<file path="src/rtl/spi_controller.sv">
// ============================================================================
//  Module   : spi_controller
//  Purpose  : SPI mode-0 write-only controller; sends {1,000,addr} then data
//             as two nCS-framed MSB-first bytes. Optional macro:
//             SPI_ADDR_CHECK_EN (reject addresses above 4 with an err pulse).
//  Revision : 1.0 - initial release
// ============================================================================
`default_nettype none

module spi_controller #(
    parameter int CLK_DIV = 4,
    parameter int CS_GAP  = 4
) (
    input  logic       clk,
    input  logic       rst,
    input  logic       req_valid,
    output logic       req_ready,
    input  logic [3:0] req_addr,
    input  logic [7:0] req_data,
    output logic       busy,
    output logic       done,
    output logic       err,
    output logic       SCLK,
    output logic       COPI,
    output logic       nCS
);

    localparam int c_MAX_PHASE = (CLK_DIV > CS_GAP) ? CLK_DIV : CS_GAP;
    localparam int c_CNT_W     = $clog2(c_MAX_PHASE) + 1;

    localparam logic [c_CNT_W-1:0] c_DIV_LAST = c_CNT_W'(CLK_DIV - 1);
    localparam logic [c_CNT_W-1:0] c_GAP_LAST = c_CNT_W'(CS_GAP - 1);

    localparam logic [2:0] c_IDLE = 3'd0;
    localparam logic [2:0] c_LEAD = 3'd1;
    localparam logic [2:0] c_HIGH = 3'd2;
    localparam logic [2:0] c_LOW  = 3'd3;
    localparam logic [2:0] c_TAIL = 3'd4;
    localparam logic [2:0] c_GAP  = 3'd5;

    logic [2:0]         r_state, w_state_nxt;
    logic [c_CNT_W-1:0] r_cnt, w_cnt_nxt;
    logic [2:0]         r_bit_cnt, w_bit_cnt_nxt;
    logic               r_frame, w_frame_nxt;
    logic [7:0]         r_shift, w_shift_nxt;
    logic [7:0]         r_data, w_data_nxt;
    logic               r_ncs, w_ncs_nxt;
    logic               r_sclk, w_sclk_nxt;
    logic               r_copi, w_copi_nxt;
    logic               r_req_ready, w_req_ready_nxt;
    logic               r_busy, w_busy_nxt;
    logic               r_done, w_done_nxt;
    logic               r_err, w_err_nxt;

    logic w_accept;
    logic w_reject;
    logic w_div_last;
    logic w_gap_last;

    assign w_accept   = (r_state == c_IDLE) && req_valid && r_req_ready;
    assign w_div_last = (r_cnt == c_DIV_LAST);
    assign w_gap_last = (r_cnt == c_GAP_LAST);

`ifdef SPI_ADDR_CHECK_EN
    assign w_reject = w_accept && (req_addr > 4'd4);
`else
    assign w_reject = 1'b0;
`endif

    // State and all outputs are registered here.
    always_ff @(posedge clk) begin
        if (rst) begin
            r_state     <= c_IDLE;
            r_cnt       <= '0;
            r_bit_cnt   <= 3'd0;
            r_frame     <= 1'b0;
            r_shift     <= 8'd0;
            r_data      <= 8'd0;
            r_ncs       <= 1'b1;
            r_sclk      <= 1'b0;
            r_copi      <= 1'b0;
            r_req_ready <= 1'b1;
            r_busy      <= 1'b0;
            r_done      <= 1'b0;
            r_err       <= 1'b0;
        end else begin
            r_state     <= w_state_nxt;
            r_cnt       <= w_cnt_nxt;
            r_bit_cnt   <= w_bit_cnt_nxt;
            r_frame     <= w_frame_nxt;
            r_shift     <= w_shift_nxt;
            r_data      <= w_data_nxt;
            r_ncs       <= w_ncs_nxt;
            r_sclk      <= w_sclk_nxt;
            r_copi      <= w_copi_nxt;
            r_req_ready <= w_req_ready_nxt;
            r_busy      <= w_busy_nxt;
            r_done      <= w_done_nxt;
            r_err       <= w_err_nxt;
        end
    end

    always_comb begin
        w_state_nxt = r_state;
        case (r_state)
            c_IDLE: if (w_accept && !w_reject) w_state_nxt = c_LEAD;
            c_LEAD: if (w_div_last) w_state_nxt = c_HIGH;
            c_HIGH: if (w_div_last) w_state_nxt = (r_bit_cnt == 3'd7) ? c_TAIL : c_LOW;
            c_LOW:  if (w_div_last) w_state_nxt = c_HIGH;
            c_TAIL: if (w_div_last) w_state_nxt = c_GAP;
            c_GAP:  if (w_gap_last) w_state_nxt = r_frame ? c_IDLE : c_LEAD;
            default: w_state_nxt = c_IDLE;
        endcase
    end

    always_comb begin
        w_cnt_nxt       = (r_state == c_IDLE || w_state_nxt != r_state) ? '0 : r_cnt + 1'b1;
        w_bit_cnt_nxt   = r_bit_cnt;
        w_frame_nxt     = r_frame;
        w_shift_nxt     = r_shift;
        w_data_nxt      = r_data;
        w_ncs_nxt       = r_ncs;
        w_sclk_nxt      = r_sclk;
        w_copi_nxt      = r_copi;
        w_req_ready_nxt = r_req_ready;
        w_busy_nxt      = r_busy;
        w_done_nxt      = 1'b0;
        w_err_nxt       = 1'b0;
        case (r_state)
            c_IDLE: begin
                // Ready returns one cycle after done/err, so no accept overlaps them.
                w_req_ready_nxt = 1'b1;
                w_busy_nxt      = 1'b0;
                if (w_reject) begin
                    w_err_nxt       = 1'b1;
                    w_req_ready_nxt = 1'b0;
                end else if (w_accept) begin
                    w_ncs_nxt       = 1'b0;
                    w_shift_nxt     = {4'b1000, req_addr};
                    w_copi_nxt      = 1'b1;
                    w_data_nxt      = req_data;
                    w_frame_nxt     = 1'b0;
                    w_bit_cnt_nxt   = 3'd0;
                    w_req_ready_nxt = 1'b0;
                    w_busy_nxt      = 1'b1;
                end
            end
            c_LEAD, c_LOW: begin
                if (w_div_last) w_sclk_nxt = 1'b1;
            end
            c_HIGH: begin
                if (w_div_last) begin
                    w_sclk_nxt    = 1'b0;
                    w_bit_cnt_nxt = r_bit_cnt + 3'd1;
                    if (r_bit_cnt != 3'd7) begin
                        w_shift_nxt = {r_shift[6:0], 1'b0};
                        w_copi_nxt  = r_shift[6];
                    end
                end
            end
            c_TAIL: begin
                if (w_div_last) begin
                    w_ncs_nxt  = 1'b1;
                    w_copi_nxt = 1'b0;
                end
            end
            c_GAP: begin
                if (w_gap_last) begin
                    if (!r_frame) begin
                        w_shift_nxt = r_data;
                        w_copi_nxt  = r_data[7];
                        w_ncs_nxt   = 1'b0;
                        w_frame_nxt = 1'b1;
                    end else begin
                        w_done_nxt  = 1'b1;
                        w_frame_nxt = 1'b0;
                    end
                end
            end
            default: begin
                w_ncs_nxt  = 1'b1;
                w_sclk_nxt = 1'b0;
                w_copi_nxt = 1'b0;
            end
        endcase
    end

    assign req_ready = r_req_ready;
    assign busy      = r_busy;
    assign done      = r_done;
    assign err       = r_err;
    assign SCLK      = r_sclk;
    assign COPI      = r_copi;
    assign nCS       = r_ncs;

endmodule

`default_nettype wire

</file>
<file path="config.mk">
export PLATFORM = sky130hd
export DESIGN_NAME = spi_controller
export DESIGN_NICKNAME = d
export VERILOG_FILES = /design/src/rtl/spi_controller.sv
export SDC_FILE = /design/constraint.sdc
export NUM_CORES = 1
export LEC_CHECK = 0
export CAP_MARGIN = 25
export CORE_MARGIN = 2
export CORE_UTILIZATION = 43
export CTS_CLUSTER_SIZE = 28
export DETAILED_ROUTE_END_ITERATION = 8
export PLACE_DENSITY = 0.72
export REMOVE_ABC_BUFFERS = 1
export SLEW_MARGIN = 20
export SYNTH_ARGS = -nofsm -noshare
export SYNTH_HDL_FRONTEND = slang
export SYNTH_SLANG_ARGS = --single-unit
export TNS_END_PERCENT = 100
</file>
<file path="constraint.sdc">
create_clock -name clk -period 1.9 [get_ports clk]
set_clock_uncertainty 0.05 [all_clocks]
set_input_delay 0.19 -clock clk [delete_from_list [all_inputs] [get_ports clk]]
set_output_delay 0.19 -clock clk [all_outputs]
set_load 0.02 [all_outputs]
</file>
Yosys cells after proc, flatten, opt, wreduce, memory -nomap -nowiden --
Index checks and enable logic that the tools add are counted.
Word-level totals: register bits after elaboration 31, input bits 15, output and inout bits 7
Cells by class: multiplexer cells 36, eq/ne operators 16, add/subtract/negate cells 2, bitwise operators 5, reduce and logical (&&, ||, !) cells 19
Operators by type and width (number):
- $mux 7 | 5
- $mux 3 | 8
- $pmux 7 s3 | 1
- $mux 1 | 16
- $pmux 3 s5 | 1
- $ne 2x2->1 const B | 6
- $eq 3x2->1 const B | 3
- $eq 3x3->1 const B | 3
- $reduce_and 3->1 | 3
- $reduce_or 3->1 | 3
- $reduce_and 7->1 | 1
- $add 3x1->3 const B | 2
- $pmux 3 s2 | 1
- $reduce_and 6->1 | 1
- $not 1->1 | 5
- $pmux 1 s5 | 1
- $reduce_and 5->1 | 1
- $pmux 1 s4 | 1
- $reduce_bool 2->1 | 2
- $reduce_or 2->1 | 2
- $eq 3x1->1 const B | 1
- $logic_not 3->1 | 1
- $ne 3x3->1 | 1
- $ne 3x3->1 const B | 1
- other kinds (7) | 8

Logic depth before layout (Yosys ltp) --
Gate-level depths: netlist of the first run.
depth after elaboration 8, mapped depth 7, mapped depth without buffers 6

Worst setup path after synthesis of the first run --
No wires, ideal clock.
kind reg2reg, start register r_bit_cnt[0], end register r_shift[0], stages on the path, launching flop included 7, arrival time 1657 ps, setup time 70 ps, slack 122 ps, cells stage by stage dfxtp_1 > ha_1 > ha_1 > a211oi_2 > a31oi_1 > or4_1 > a21oi_1
On the way: longest elaborated chain between the ends 3
Ends and longest elaborated chain:
- start: declaration | RTL line 43 | logic [2:0] r_bit_cnt, w_bit_cnt_nxt;
- start signal: assignment | RTL line 89 | r_bit_cnt <= w_bit_cnt_nxt;
- $ne 3x3->1 | RTL line 155 | if (r_bit_cnt != 3'd7) begin
- $ne 2x2->1 (no line)
- $reduce_and 6->1 (no line)
- end signal: assignment | RTL line 91 | r_shift <= w_shift_nxt;
- end: declaration | RTL line 45 | logic [7:0] r_shift, w_shift_nxt;
Every way passes these cells. A chain may end at the register's enable or synchronous reset.

Worst setup path in the final report of the first run --
Ends and elaborated chain as after synthesis.

==> summary.md, run 1 <==
| Metric | Value |
|---|---|
| Initial cell density of the core | 0.4470 |
| Clock power share | 0.334 |
| CP peak stage delay | 0.51 ns |
| Count of cell types in the netlist | 46 |
| DRT antenna net count | 0 |
| Post-layout util | 0.5740 |
| Die area | 4284 sq um |
| Critical-path cell list | ha_1 > ha_2 > a211oi_4 > a31oi_2 > or4_1 > a21oi_2 |
| Final nets | 249 |
| Reg2Reg Setup Slack | 0.01 ns |
| IO buf count | 20 |
| Clk_lat worst skew | 0.29 ns |
| Die Ht | 65.46 um |
| Biggest area consumer among synthesized cells | dfxtp_1 |
| First-pass GRT wire length | 6430 um |
| Cells after Synth | 195 |
| Status | complete, no violations |
| Final setup violation count | 0 |
| Hpwl dp | 2780 um |
| Filler cells | 352 |
| Worst hold margin | 0.3798 ns |
| Drt pass-1 iters | 4 |
| Cell count after placement | 268 |
| Main area contributors after synthesis | dfxtp_1 (38%), a21oi_1 (8.3%), nand2_1 (6.2%), ha_1 (4.6%), a211oi_1 (3.2%) |
| RSZ-0062 raised after global routing | true |
| Sequential share of the synthesized area | 0.3821 |
| CP required | 2.07 ns |
| Path type of the worst setup path | flip-flop to flip-flop |
| Ys Warns | 0 |
| Peak supply drop | 0.0005206 V |
| Setup Total Neg Slack | 0 ns |
| Synth Register Bits | 31 |
| Worst EP arrival | 2.06 ns |
| # diodes | 0 |
| Post-Layout Cell Count | 277 |
| Overall Power | 1.496 mW |
| CP max-delay cell | or4_1 |
| Share of cells above drive strength 1 | 0.1790 |
| Grt ovf | 0 |
| Async SR Flop Fraction | 0 |
| Final WL | 3895 um |
| Worst-path clk slew | 0.07 ns |
| Min-Delay Path Class | flip-flop to flip-flop |
| Lkg Pwr | 0.7935 nW |
| Post-synth EDFFs | 0 |
| Initial antenna violation count | 0 |
| Top-count cell post-synth | dfxtp_1 |
| Reg area | 620.6 sq um |
| Drt wl/cell | 14.06 um |
| F_max | 529.5 MHz |
| R2R Path End | r_shift[0]$_SDFFE_PP0P_ |
| Final Hold Vio Count | 0 |
| NetSw | 0.4113 mW |
| Sw Ratio | 0.2749 |
| Total track usage | 0.1963 |
| Clk sinks | 31 |
| Clk buf depth | 2 |
| Slew Limit Fails | 0 |
| Worst Setup End Kind | flip-flop |
| Reg power frac | 0.482 |
| I/O pins | 22 |
| Final worst-path cycle share | 0.9939 |
| Via count | 1550 |
| Synth Area per Inst | 8.329 sq um |
| Row Count | 22 |
| Max-cap violations | 0 |
| Largest net degree at the start of global routing | 20 |
| Worst Reg-to-Reg Cells | 6 |
| Multi-input gate area | 947.2 sq um |
| Worst Setup EP | r_shift[0]$_SDFFE_PP0P_ |
| Die width | 65.46 um |
| Synth cell count leaders | dfxtp_1 (31), a21oi_1 (27), nand2_1 (27), nor2_1 (8) |
| Crit Path Max Fanout | 5 |
| Drc violations | 0 |
| Core ar. | 3633 sq um |
| Total CTS buffers | 5 |
| Critical Path Start | r_bit_cnt[0]$_SDFFE_PP0P_ |
| Share of the synthesized area in the top cell type | 0.3821 |
| Syn-to-layout area delta | 28.43% |
| Hold_buf cts | 0 |
| DR iter-0 viols | 87 |
| Ys flop type | dfxtp_1 |
| Gate power share | 0.184 |
| Vias in the first global route | 1381 |
| Depth of the CTS H-tree | 2 |
| Final GP Congestion | 0.8541 |
| Cell area power density | 717.4 nW/um^2 |
| CTS tree | done |
| Reg2reg start | r_bit_cnt[0]$_SDFFE_PP0P_ |
| Int Power | 1.085 mW |
| Clk root buf | clkbuf_8 |
| Number of vias per cell | 5.596 |
| Syn Std Cell Area | 1624 sq um |
| Startpoint Class | flip-flop |
| Min Clock Period, post-route | 1.888 ns |
==> worst min-delay path by stage <==
stage	from	end	slack, ns	cells past startpoint
6_report	r_cnt[0]$_SDFF_PP0_	r_cnt[0]$_SDFF_PP0_	0.38	1
5_1_grt	r_cnt[0]$_SDFF_PP0_	r_cnt[0]$_SDFF_PP0_	0.41	1
4_1_cts	r_cnt[0]$_SDFF_PP0_	r_cnt[0]$_SDFF_PP0_	0.39	1
3_5_place_dp	r_cnt[0]$_SDFF_PP0_	r_cnt[0]$_SDFF_PP0_	0.37	1
3_3_place_gp	r_cnt[0]$_SDFF_PP0_	r_cnt[0]$_SDFF_PP0_	0.37	1
2_1_floorplan	rst	COPI$_SDFFE_PP0P_	0.21	1
==> cells by family (layout without fill, tap and decap cells) <==
group,count (synthesis),after routing,synth area share
adder cells (fa/ha/maj),6,6,0.04622
buffers and inverters,20,54,0.06009
other,1,1,0.002309
AND/OR/NAND/NOR,71,71,0.2396
flip-flops,31,31,0.3821
AO/OA/AOI/OAI,66,66,0.2697
==> stage by stage <==
| stage | cell area, sq um | worst slack (ns) |
|---|---|---|
| 6_report | 2086 | 0.01151 |
| 5_1_grt | 2086 | -0.08782 |
| 4_1_cts | 2053 | 0.02181 |
| 3_5_place_dp | 1956 | -0.03732 |
| 3_3_place_gp | 1956 | 0.03033 |
| 2_1_floorplan | 1545 | -0.07715 |
==> layer usage <==
metal | part of all wire | global-route usage | wire length (um) | vias to the layer above
li1 | - | - | - | 777
met1 | 0.47 | 0.2647 | 1812 | 720
met2 | 0.47 | 0.3048 | 1816 | 45
met3 | 0.047 | 0.04281 | 184 | 8
met4 | 0.021 | 0.07813 | 82 | 0
met5 | 0 | 0 | 0 | -
==> cell usage in the layout, fill, tap and decap left out, drive strengths merged, types with 5 or more instances in the layout <==
master         netlist  final
a21oi               27     27
nand3                7      7
inv                  5      5
buf                  9     21
clkbuf               6      7
a211oi               8      8
nor2                 8      8
dfxtp               31     31
ha                   6      6
clkdlybuf4s50        0     20
nand2               27     27
==> cell type report <==
type	instances	area share
inverter	5	0.008998
tap	48	0.02879
clock buffer	7	0.03659
multi-input combinational	144	0.4541
sequential	31	0.2975
clock inverter	1	0.002400
timing repair buffer	41	0.1716
==> timing repair <==
action,CTS,global route
setup buffers,1,0
gates resized for setup,2,7
endpoints found under the setup margin,1,11
pin swaps,1,3
==> power groups by stage <==
stage                     registers [mW]  logic, mW  clock network (mW)
after floorplan                    0.743      0.124                   0
after global placement             0.733      0.254                   0
after detailed placement           0.734      0.258                   0
after CTS                          0.720      0.264               0.508
after global routing               0.726      0.303               0.528
final                              0.721      0.275               0.500
==> critical path, delay by kind of cell, from the launching register on <==
family / cells / cell delay [ns]
AND/OR/NAND/NOR: 1 / 0.51
AO/OA/AOI/OAI: 3 / 0.52
adder cells (fa/ha/maj): 2 / 0.43
flip-flops: 1 / 0.32
==> registers in the layout (all words and copies together) (netlist names) <==
| name | flops |
|---|---|
| r_data | 8 |
| nCS | 1 |
| SCLK | 1 |
| COPI | 1 |
| r_cnt | 3 |
| r_shift | 7 |
| r_bit_cnt | 3 |
| r_frame | 1 |
| done | 1 |
| busy | 1 |
| req_ready | 1 |
| r_state | 3 |
(Power assumes the default switching activity.)
==> inputs of run 2 (changes only) <==
--- a/config.mk
+++ b/config.mk
@@ -8,10 +8,10 @@
 export CAP_MARGIN = 25
 export CORE_MARGIN = 2
 export CORE_UTILIZATION = 43
-export CTS_CLUSTER_SIZE = 28
 export DETAILED_ROUTE_END_ITERATION = 8
 export PLACE_DENSITY = 0.72
 export REMOVE_ABC_BUFFERS = 1
+export SKIP_CTS_REPAIR_TIMING = 1
 export SLEW_MARGIN = 20
 export SYNTH_ARGS = -nofsm -noshare
 export SYNTH_HDL_FRONTEND = slang
==> summary.md, run 2 (synthesized netlist as in run 1, its figures left out) <==
| Metric | Value |
|---|---|
| Status | complete, no violations |
| Max-cap violations | 0 (unchanged) |
| Setup Total Neg Slack | 0 ns (unchanged) |
| Cell area power density | 708.0 nW/um^2 (-1.3%) |
| IO buf count | 20 (unchanged) |
| Worst Reg-to-Reg Cells | 6 (unchanged) |
| Min Clock Period, post-route | 1.865 ns (-0.02389 ns) |
| Worst-path clk slew | 0.06 ns (about the same) |
| Via count | 1533 (-1.1%) |
| Largest net degree at the start of global routing | 20 (unchanged) |
| # diodes | 0 (unchanged) |
| Number of vias per cell | 5.554 (-0.74%) |
| Final Hold Vio Count | 0 (unchanged) |
| Initial antenna violation count | 0 (unchanged) |
| F_max | 536.3 MHz (+1.3%) |
| Slew Limit Fails | 0 (unchanged) |
| Total track usage | 0.1949 (-0.001449) |
| Path type of the worst setup path | flip-flop to flip-flop |
| Clk_lat worst skew | 0.28 ns (about the same) |
| Drt pass-1 iters | 4 (unchanged) |
| Core ar. | 3633 sq um (unchanged) |
| Most frequent cells in the layout | dfxtp_1 (30), nand2_1 (27), a21oi_1 (26) |
| Lkg Pwr | 0.7883 nW (-0.65%) |
| M2 GR Usage | 0.3023 (-0.002551) |
| Drc violations | 0 (unchanged) |
| GRT busiest layer | met2 |
| Vias in the first global route | 1369 (-0.87%) |
| RSZ-0062 raised after global routing | true |
| I/O pins | 22 (unchanged) |
| Reg with most FFs | r_data |
| Hpwl dp | 2780 um (unchanged) |
| Buf+Inv Stages, Crit Path | 0 (unchanged) |
| Drt wl/cell | 13.65 um (-2.9%) |
| DR iter-0 viols | 62 (-29%) |
| Final GP Congestion | 0.8541 (unchanged) |
| CP delay by family, top | compound AO/OA/AOI/OAI gates |
| R2R Path End | r_shift[0]$_SDFFE_PP0P_ |
| Worst Setup End Kind | flip-flop |
| Die width | 65.46 um (unchanged) |
| Grt ovf | 0 (unchanged) |
| DRT antenna net count | 0 (unchanged) |
| DP Worst Slack | -0.03732 ns (unchanged) |
| Clk buf depth | 2 (unchanged) |
| CP max-delay cell | or4_4 |
| Reg2reg start | r_bit_cnt[0]$_SDFFE_PP0P_ |
| Final nets | 248 (-0.40%) |
| Reg area | 621.8 sq um (+0.20%) |
| Startpoint Class | flip-flop |
| Crit Path Max Fanout | 5 (unchanged) |
| Total CTS buffers | 5 (unchanged) |
| Critical-path cell list | ha_1 > ha_2 > a211oi_4 > a31oi_4 > or4_4 > a21oi_2 |
| Peak supply drop | 0.0005065 V (-2.7%) |
| Final worst-path cycle share | 0.9814 (-0.01257) |
| CTS tree | done |
| Initial cell density of the core | 0.4470 (unchanged) |
| Depth of the CTS H-tree | 2 (unchanged) |
| Largest regs | r_data x8, r_shift x7 |
| Met1 Use GR | 0.2625 (-0.002134) |
| Final setup violation count | 0 (unchanged) |
| Die Ht | 65.46 um (unchanged) |
| CP peak stage delay | 0.49 ns (-0.02 ns) |
| Final WL | 3767 um (-3.3%) |
| Commonest non-fill, non-tap cell in the layout | dfxtp_1 |
| Max FFs per register | 8 (unchanged) |
| Placed instance area | 1956 sq um (unchanged) |
| First-pass GRT wire length | 6368 um (-0.96%) |
| Reg2Reg Setup Slack | 0.04 ns (+0.02 ns) |
| Filler cells | 347 (-1.4%) |
| Syn-to-layout area delta | 29.66% |
| Share of cells above drive strength 1 | 0.1974 (+0.01833) |
| Fin worst setup slack | 0.03540 ns (+0.02389 ns) |
| Multi-input gate area | 973.4 sq um (+2.8%) |
| Worst EP arrival | 2.03 ns (-0.03 ns) |
| Clk sinks | 31 (unchanged) |
| Post-layout instance area | 2106 sq um (+0.96%) |
| WHS Path Cells | 1 (unchanged) |
| Min-Delay Path Class | flip-flop to flip-flop |
| CP required | 2.07 ns (about the same) |
| Die area | 4284 sq um (unchanged) |
| Hold worst-path end | r_cnt[0]$_SDFF_PP0_ |
| Met3 usage | 0.04281 (unchanged) |
| Row Count | 22 (unchanged) |
| Worst Hold Launch | r_cnt[0]$_SDFF_PP0_ |
| Worst hold margin | 0.3946 ns (+0.01482 ns) |
| Clk root buf | clkbuf_8 |
==> run 2: layout make-up <==
class / instances / share of cell area
Multi-Input combinational cell: 144 / 0.4623
Sequential cell: 31 / 0.2953
Timing Repair Buffer: 40 / 0.1664
Clock buffer: 7 / 0.03624
Tap cell: 48 / 0.02852
Inverter: 5 / 0.008913
Clock inverter: 1 / 0.002377
==> run 2: where the power goes <==
part           switching (mW)  internal, mW  total [mW]
logic                   0.139         0.139       0.277
clock network           0.235         0.256       0.492
registers              0.0291         0.693       0.722
==> run 2: worst register-to-register path: stages, from the launching register on <==
cell and delay, ns:
dfxtp_1 0.32, ha_1 0.22, ha_2 0.21, a211oi_4 0.31
a31oi_4 0.08, or4_4 0.50, a21oi_2 0.13
==> run 2: through the flow <==
stage               std cells    util  power [mW]
global route              276  0.5795       1.561
global placement          268  0.5382      0.9875
floorplan                 180       -      0.8670
detailed placement        268  0.5382      0.9920
CTS                       276  0.5606       1.488
finish                    276  0.5795       1.491
==> run 2: layer usage <==
| layer | part of all wire | up-vias |
|---|---|---|
| met5 | 0 | - |
| met4 | 0.024 | 0 |
| met3 | 0.043 | 7 |
| met2 | 0.47 | 41 |
| met1 | 0.47 | 707 |
| li1 | - | 778 |
==> run 2: worst max path at each step <==
stage | startpoint | slack (ns) | cells after the start | endpoint
final | r_bit_cnt[0]$_SDFFE_PP0P_ | 0.04 | 6 | r_shift[0]$_SDFFE_PP0P_
after CTS | r_bit_cnt[0]$_SDFFE_PP0P_ | -0.06 | 6 | r_shift[0]$_SDFFE_PP0P_
after floorplan | r_state[0]$_SDFF_PP0_ | -0.08 | 4 | r_shift[0]$_SDFFE_PP0P_
after global routing | r_cnt[0]$_SDFF_PP0_ | -0.03 | 7 | r_cnt[1]$_SDFF_PP0_
after global placement | r_bit_cnt[0]$_SDFFE_PP0P_ | 0.03 | 6 | r_shift[0]$_SDFFE_PP0P_
after detailed placement | r_bit_cnt[0]$_SDFFE_PP0P_ | -0.04 | 6 | r_shift[0]$_SDFFE_PP0P_
